**config.mk**
```make
export PLATFORM = sky130hd
export DESIGN_NAME = otter_branch_resolve_unit
export DESIGN_NICKNAME = d
export VERILOG_FILES = /design/src/rtl/otter_bru_pkg.sv /design/src/rtl/otter_branch_cmp.sv /design/src/rtl/otter_branch_resolve_unit.sv
export SDC_FILE = /design/constraint.sdc
export NUM_CORES = 1
export LEC_CHECK = 0
export BUFFER_PORTS_ARGS = -buffer_cell sky130_fd_sc_hd__buf_2
export CORE_AREA = 2 2 101 103
export DETAILED_ROUTE_END_ITERATION = 16
export DIE_AREA = 0 0 103 105
export GPL_TIMING_DRIVEN = 0
export PLACE_DENSITY = 0.81
export SKIP_CTS_REPAIR_TIMING = 1
export SKIP_LAST_GASP = 1
export SYNTH_ARGS = -nofsm -noshare
export SYNTH_HDL_FRONTEND = slang
export SYNTH_SLANG_ARGS = --single-unit
```
**constraint.sdc**
```tcl
create_clock -name CLK -period 2.15 [get_ports CLK]
set_input_delay 0.645 -clock CLK [delete_from_list [all_inputs] [get_ports CLK]]
set_output_delay 0.645 -clock CLK [all_outputs]
set_load 0.005 [all_outputs]
```
**src/rtl/otter_bru_pkg.sv**
```systemverilog
// Shared types and constants for the OTTER branch resolve unit.
package otter_bru_pkg;

  typedef enum logic [2:0] {
    BEQ  = 3'b000,
    BNE  = 3'b001,
    BLT  = 3'b100,
    BGE  = 3'b101,
    BLTU = 3'b110,
    BGEU = 3'b111
  } br_funct3_t;

  typedef enum logic [0:0] {
    RUN    = 1'b0,
    SQUASH = 1'b1
  } bru_state_t;

  localparam int unsigned PC_INC = 4;

endpackage

```
**src/rtl/otter_branch_cmp.sv**
```systemverilog
// Combinational EQ/LT/LTU comparator with RV32I branch funct3 decode.
module otter_branch_cmp
  import otter_bru_pkg::*;
#(
  parameter int unsigned XLEN = 32
) (
  input  logic [XLEN-1:0] rs1_i,
  input  logic [XLEN-1:0] rs2_i,
  input  logic [2:0]      funct3_i,
  output logic            eq_o,
  output logic            lt_o,
  output logic            ltu_o,
  output logic            taken_o,
  output logic            illegal_o
);

  assign eq_o  = (rs1_i == rs2_i);
  assign lt_o  = ($signed(rs1_i) < $signed(rs2_i));
  assign ltu_o = (rs1_i < rs2_i);

  always_comb begin
    taken_o   = 1'b0;
    illegal_o = 1'b0;
    case (funct3_i)
      BEQ:     taken_o = eq_o;
      BNE:     taken_o = ~eq_o;
      BLT:     taken_o = lt_o;
      BGE:     taken_o = ~lt_o;
      BLTU:    taken_o = ltu_o;
      BGEU:    taken_o = ~ltu_o;
      default: illegal_o = 1'b1;
    endcase
  end

endmodule

```
**src/rtl/otter_branch_resolve_unit.sv**
```systemverilog
// Registered branch resolution with mispredict flush and post-flush squash window.
// Optional performance counters enabled by defining BRU_PERF_CNT_EN.
module otter_branch_resolve_unit
  import otter_bru_pkg::*;
#(
  parameter int unsigned XLEN         = 32,
  parameter int unsigned FLUSH_CYCLES = 2,
  parameter int unsigned CNT_W        = 32
) (
  input  logic            CLK,
  input  logic            RST,
  input  logic            STALL,
  input  logic            IN_VALID,
  input  logic [XLEN-1:0] IN_RS1,
  input  logic [XLEN-1:0] IN_RS2,
  input  logic [2:0]      IN_FUNCT3,
  input  logic            IN_PRED_TAKEN,
  input  logic [XLEN-1:0] IN_PC,
  input  logic [XLEN-1:0] IN_IMM,
  output logic            OUT_VALID,
  output logic            OUT_TAKEN,
  output logic [XLEN-1:0] OUT_TARGET,
  output logic            OUT_MISPREDICT,
  output logic            OUT_FLUSH,
  output logic            OUT_ILLEGAL,
  output logic            BR_EQ,
  output logic            BR_LT,
  output logic            BR_LTU
`ifdef BRU_PERF_CNT_EN
  ,
  output logic [CNT_W-1:0] PERF_BR_CNT,
  output logic [CNT_W-1:0] PERF_MISS_CNT
`endif
);

  localparam int unsigned SqW = (FLUSH_CYCLES > 1) ? $clog2(FLUSH_CYCLES + 1) : 1;

  bru_state_t     state_q, state_d;
  logic [SqW-1:0] sq_cnt_q, sq_cnt_d;

  logic            valid_q, valid_d;
  logic            taken_q, taken_d;
  logic [XLEN-1:0] target_q, target_d;
  logic            misp_q, misp_d;
  logic            illegal_q, illegal_d;
  logic            eq_q, eq_d;
  logic            lt_q, lt_d;
  logic            ltu_q, ltu_d;

  logic cmp_eq, cmp_lt, cmp_ltu, cmp_taken, cmp_illegal;
  logic accept, mispredict;

  otter_branch_cmp #(
    .XLEN(XLEN)
  ) u_cmp (
    .rs1_i    (IN_RS1),
    .rs2_i    (IN_RS2),
    .funct3_i (IN_FUNCT3),
    .eq_o     (cmp_eq),
    .lt_o     (cmp_lt),
    .ltu_o    (cmp_ltu),
    .taken_o  (cmp_taken),
    .illegal_o(cmp_illegal)
  );

  assign accept     = IN_VALID & ~STALL & (state_q == RUN);
  assign mispredict = accept & ~cmp_illegal & (cmp_taken != IN_PRED_TAKEN);

  always_comb begin
    state_d   = state_q;
    sq_cnt_d  = sq_cnt_q;
    valid_d   = valid_q;
    taken_d   = taken_q;
    target_d  = target_q;
    misp_d    = misp_q;
    illegal_d = illegal_q;
    eq_d      = eq_q;
    lt_d      = lt_q;
    ltu_d     = ltu_q;
    // Everything freezes under STALL so a stretched flush is seen exactly once.
    if (!STALL) begin
      valid_d   = accept;
      misp_d    = mispredict;
      illegal_d = accept & cmp_illegal;
      if (accept) begin
        taken_d  = cmp_taken;
        target_d = cmp_taken ? (IN_PC + IN_IMM) : (IN_PC + XLEN'(PC_INC));
        eq_d     = cmp_eq;
        lt_d     = cmp_lt;
        ltu_d    = cmp_ltu;
      end
      unique case (state_q)
        RUN: begin
          if (mispredict && (FLUSH_CYCLES != 0)) begin
            state_d  = SQUASH;
            sq_cnt_d = SqW'(FLUSH_CYCLES);
          end
        end
        SQUASH: begin
          sq_cnt_d = sq_cnt_q - SqW'(1);
          if (sq_cnt_q <= SqW'(1)) begin
            state_d = RUN;
          end
        end
        default: state_d = RUN;
      endcase
    end
  end

  always_ff @(posedge CLK or posedge RST) begin
    if (RST) begin
      state_q   <= RUN;
      sq_cnt_q  <= '0;
      valid_q   <= 1'b0;
      taken_q   <= 1'b0;
      target_q  <= '0;
      misp_q    <= 1'b0;
      illegal_q <= 1'b0;
      eq_q      <= 1'b0;
      lt_q      <= 1'b0;
      ltu_q     <= 1'b0;
    end else begin
      state_q   <= state_d;
      sq_cnt_q  <= sq_cnt_d;
      valid_q   <= valid_d;
      taken_q   <= taken_d;
      target_q  <= target_d;
      misp_q    <= misp_d;
      illegal_q <= illegal_d;
      eq_q      <= eq_d;
      lt_q      <= lt_d;
      ltu_q     <= ltu_d;
    end
  end

  assign OUT_VALID      = valid_q;
  assign OUT_TAKEN      = taken_q;
  assign OUT_TARGET     = target_q;
  assign OUT_MISPREDICT = misp_q;
  assign OUT_FLUSH      = misp_q;
  assign OUT_ILLEGAL    = illegal_q;
  assign BR_EQ          = eq_q;
  assign BR_LT          = lt_q;
  assign BR_LTU         = ltu_q;

`ifdef BRU_PERF_CNT_EN
  logic [CNT_W-1:0] br_cnt_q, br_cnt_d;
  logic [CNT_W-1:0] miss_cnt_q, miss_cnt_d;

  always_comb begin
    br_cnt_d   = br_cnt_q;
    miss_cnt_d = miss_cnt_q;
    if (accept && !cmp_illegal) begin
      br_cnt_d = br_cnt_q + CNT_W'(1);
    end
    if (mispredict) begin
      miss_cnt_d = miss_cnt_q + CNT_W'(1);
    end
  end

  always_ff @(posedge CLK or posedge RST) begin
    if (RST) begin
      br_cnt_q   <= '0;
      miss_cnt_q <= '0;
    end else begin
      br_cnt_q   <= br_cnt_d;
      miss_cnt_q <= miss_cnt_d;
    end
  end

  assign PERF_BR_CNT   = br_cnt_q;
  assign PERF_MISS_CNT = miss_cnt_q;
`endif

endmodule

```
=== Yosys cells after proc, flatten, opt, wreduce, memory -nomap -nowiden ===
Cells that the tools add are included.
W data, S select, Z words.

* Flip-flop bits (word level): 42
* Latch bits: 0
* RAM bits: 0
* Memory bits (read-only): 0
* Logic and storage cells: 46
* Memories: 0

* Add/subtract/negate cells: 3
* Multiply operators: 0
* Divide/modulo/power cells: 0
* Magnitude comparators: 3
* Equality and inequality tests: 8
* Shift-type cells: 0
* Multiplexer cells: 8
* Bitwise operators: 10
* Reduce and logical (&&, ||, !) cells: 4

{| class="wikitable"
|+ Operators by type and width
! kind !! count
|-
| $lt A32 B32 Y1 || 2
|-
| $add A32 B3 Y32 const B || 1
|-
| $add A32 B32 Y32 || 1
|-
| $eq A32 B32 Y1 || 1
|-
| $mux W32 || 1
|-
| $eq A3 B3 Y1 const B || 4
|-
| $pmux W1 S6 || 1
|-
| $reduce_or A6 Y1 || 1
|-
| $and A1 B1 Y1 || 5
|-
| $not A1 Y1 || 5
|-
| $pmux W2 S2 || 1
|-
| $reduce_and A2 Y1 || 2
|-
| $eq A3 B1 Y1 const B || 1
|-
| $logic_not A3 Y1 || 1
|-
| $mux W1 || 3
|-
| $le A2 B1 Y1 const B || 1
|-
| $mux W2 || 1
|-
| $ne A2 B2 Y1 const B || 1
|-
| $pmux W1 S2 || 1
|-
| $sub A2 B1 Y2 const B || 1
|-
| $ne A1 B1 Y1 || 1
|}

=== Depth between registers and ports, before layout ===
* Depth after elaboration: 7
* Mapped depth: 13

=== Cells and area by module ===
From an unflattened synthesis, not the netlist that was laid out.

* Cell total of the unflattened synthesis: 629
* Area total of the unflattened synthesis: 4890.9 µm²

{| class="wikitable"
|+ By module, submodules not included
! module !! times used !! cells each !! area an instance (µm²) !! sequential area each (µm²)
|-
| otter_branch_resolve_unit || 1 || 501 || 3985.1 || 1051.0
|-
| otter_branch_cmp || 1 || 128 || 905.9 || 0.0
|}

=== Least setup slack after synthesis ===
OpenSTA, ideal clock, no wires.

* Path type: in2reg
* From: input IN_RS2[31]
* To: register target_q[1], in the netlist OUT_TARGET[1]
* Setup time: 125 ps
* Arrival: 3061 ps
* Required time: 2025 ps
* Setup slack: -1036 ps
* Stages: 11
* Buffers on the path: 1
* Cells stage by stage: inv_1 -> ha_1 -> nand4_1 -> or3_1 -> or4_1 -> xor2_1 -> nor3_4 -> a21oi_1 -> buf_4 -> mux2i_1 -> mux2_2

* Longest elaborated chain between the ends: 4
* Elaborated cells between the ends (all ways): 8

{| class="wikitable"
|+ RTL lines
! what !! RTL line !! source
|-
| from (decl) || otter_branch_resolve_unit.sv:15 || <nowiki>input logic [XLEN-1:0] IN_RS2,</nowiki>
|-
| $lt A32 B32 Y1 (tied with other cells) || otter_branch_cmp.sv:19 || <nowiki>assign ltu_o = (rs1_i < rs2_i);</nowiki>
|-
| $not A1 Y1 (on tied branches) || otter_branch_cmp.sv:30, otter_branch_cmp.sv:26, otter_branch_cmp.sv:28 ||
|-
| $pmux W1 S6 * || otter_branch_cmp.sv:24 || <nowiki>case (funct3_i)</nowiki>
|-
| $mux W32 * || otter_branch_resolve_unit.sv:87 || <nowiki>target_d = cmp_taken ? (IN_PC + IN_IMM) : (IN_PC + XLEN'(PC_INC));</nowiki>
|-
| to (signal assigned) || otter_branch_resolve_unit.sv:127 || <nowiki>target_q <= target_d;</nowiki>
|-
| to (decl) || otter_branch_resolve_unit.sv:43 || <nowiki>logic [XLEN-1:0] target_q, target_d;</nowiki>
|}

Every way passes the cells marked *; elsewhere a longest branch is shown, timed or not.
A chain may end at the register's enable or synchronous reset.

=== Worst setup path after layout ===
* From: input IN_RS2[29]
* To: register target_q[14], in the netlist OUT_TARGET[14]

Same word-level chain as after synthesis.

==> reports/metrics.yaml <==
ys_ff_latch: 42
cts.sink_count: 42
antenna_left: 0
synth_ff_type: "dfrtp_1"
synthArstFlopShare_pct: 100
hold_slack_ns: 0.480
numCtsBuffers: 5
clk_latency_ns: 0.30
ys_warn_count: 0
place.gp.congestion: 0.948
cts_tree: "built"
layout_commonest_cell: "buf_2"
diodes: 0
violations: "setup timing"
avgRoutedWirePerCell_microns: 16.8
syn_to_final_growth_pct: 38.0
antenna_found_initial: 0
fin_crit_sh_pct: 146
dieWidth_microns: 103
fin_setup_tns_ns: -33.68
grt_pass1_wl_microns: 23700
rows: 36
cts_buffer_depth: 2
viasPerCell: 5.84
ys_types: 61
place_hpwl_microns: 12100
vdd_drop_max_v: 0.000342
rsz0062_at_grt: "yes"
finalNetCount: 1018
synthCells: 616
root_buffer: "clkbuf_8"
report.final.slew_viol_count: 0
tightest_slew_ns: 0.913
core_area_sq_um: 9640
critical_path.max_stage_delay_ns: 0.59
start_util_pct: 51.3
placed_cell_area_sq_um: 6180
relSlewSlack_pct: 39.1
fin_util_pct: 70.8
synth_edf_count: 0
grt_pass1_vias: 5273
ys_seq_area_share_pct: 21.3
routed_wirelength_microns: 16000
cp_slowest_cell: "or4_4"
avgSynthCellArea_sq_um: 8.03
layout_common_cells: "buf_2 (168), nand2_1 (67), ha_1 (45)"
layout_min_cycle_time_ns: 3.14
die-area_sq_um: 10800
first_pass_iters: 5
p_per_area_nw_per_um2: 620
r2r_setup_slack_ns: -0.05
pin_count: 176
drcViolationCount: 0
clk_pin_slew_ns: 0.08
grt_max_degree: 43
io_buffers: 175
fmax_ghz: 0.318
die_height_microns: 105
overflow: 0
start_kind: "primary input"
setup_ws_ns: -0.990
status: "finished, violations left"
hp-class: "flop to flop"
grt_use_total_pct: 27.2
drtIter0Drc: 329
skew_ns: 0.00318
cp.required_ns: 2.32
path_cells: "buf_2 > inv_1 > ha_1 > nand4_1 > or3_4 > or4_4 > xor2_4 > nor3_4 > a21o_1 > buf_6 > buf_12 > mux2i_1 > o21ai_1"
p_leak_uw: 0.00332
crit_path_max_fanout: 6
hold_violations: 0
htreeDepth: 2
via_count: 5545
netlist_area_sq_um: 4940
syn_nets: 818
drv_cap: 0
finish.instance_area_sq_um: 6820
final-setup-viol-count: 39
drive_gt1_share_pct: 34.8
critPathKind: "primary input to flop"
arrival_ns: 3.31
critPathCaptureType: "flop"
-- synthesized netlist by cell type (2+ instances only) --
master	count	share of area, %
o21ai_0	34	3.4
nor3_1	11	1.1
nand4_1	17	2.2
dfrtp_1	42	21
o21a_1	6	0.91
clkbuf_1	11	0.84
nor2_1	41	3.1
inv_1	44	3.3
and4_1	4	0.71
a211o_1	3	0.53
nand3_1	25	2.5
a21o_1	24	3.6
o31ai_1	2	0.30
a211oi_1	4	0.61
a221o_1	4	0.81
a21boi_0	3	0.46
a311o_1	2	0.40
nand2b_1	8	1.0
buf_4	2	0.30
a31o_2	2	0.35
nand2_1	67	5.1
mux2i_1	22	4.5
o21ai_1	8	0.81
o211ai_1	6	0.91
nor2b_1	8	1.0
a31oi_1	6	0.76
nor4b_1	3	0.53
o31a_1	4	0.71
ha_1	65	16
nor4_1	2	0.25
and2_1	4	0.51
a21oi_1	35	3.5
o311ai_0	2	0.35
and3_1	11	1.4
nand3b_1	2	0.30
xor2_1	20	3.5
or3_1	4	0.51
xnor2_1	35	6.2
-- metrics by stage --
stage / setup slack, ns / std cells / total power, uW
finish: -0.990 / 950 / 4230
global route: -1.08 / 950 / 4520
floorplan: -0.914 / 616 / 2550
global placement: -1.40 / 924 / 3330
detailed placement: -1.43 / 924 / 3420
CTS: -1.13 / 932 / 3950
-- routing by layer --
metal  vias to the layer above  global-route usage (%)  share of wire, %
met5                         -                       0                 0
met3                        34                    2.41               6.3
li1                       2635                       -                 -
met4                         0                    10.1               2.6
met1                      2645                    34.8                41
met2                       231                    46.7                50
-- area by class of cell --
| type | instances | area (sq um) |
|---|---|---|
| Timing Repair Buffer | 194 | 1120 |
| Inverter | 44 | 185 |
| Multi-Input combinational cell | 513 | 4100 |
| Fill cell | 791 | 2820 |
| Tap cell | 133 | 166 |
| Sequential cell | 42 | 1050 |
| Clock inverter | 2 | 13.8 |
| Buffer | 16 | 108 |
| Clock buffer | 6 | 72.6 |
-- registers in the layout (all words and copies together) (netlist names) --
register     count
sq_cnt_q         2
BR_LTU           1
OUT_ILLEGAL      1
state_q          1
OUT_TAKEN        1
OUT_TARGET      32
OUT_FLUSH        1
BR_LT            1
BR_EQ            1
OUT_VALID        1
-- path summary, 6_finish.rpt --
check	start	to	cells after the start
max in group asynchronous	RST	sq_cnt_q[1]	2
min in group asynchronous	RST	OUT_TARGET[2]	2
min	BR_LTU	BR_LTU	2
min reg2reg	BR_LTU	BR_LTU	2
max	IN_RS2[29]	OUT_TARGET[14]	13
max reg2reg	state_q	OUT_TARGET[13]	7
-- power by group --
group          internal, uW  switching (uW)
registers              1150             225
clock network           230             297
logic                  1120            1210
total                  2500            1730
-- cell families after synthesis --
logic type	after synthesis	share of synthesized area, %
xor+xnor	55	9.74
buf+inv	61	5.19
flops	42	21.3
simple gates	212	21.4
compound gates	156	20.6
mux	24	4.91
fa+ha+maj	66	16.9
-- worst max-delay path, delay by kind of cell --
family | cells | cell delay [ns]
xor gates and xnor gates | 1 | 0.18
AOI/OAI and AO/OA | 2 | 0.21
adders and majority gates | 1 | 0.29
muxes | 1 | 0.23
and+or+nand+nor | 4 | 1.35
buffers and inverters | 4 | 0.38
Note: power is estimated with default switching activity, not from simulation.
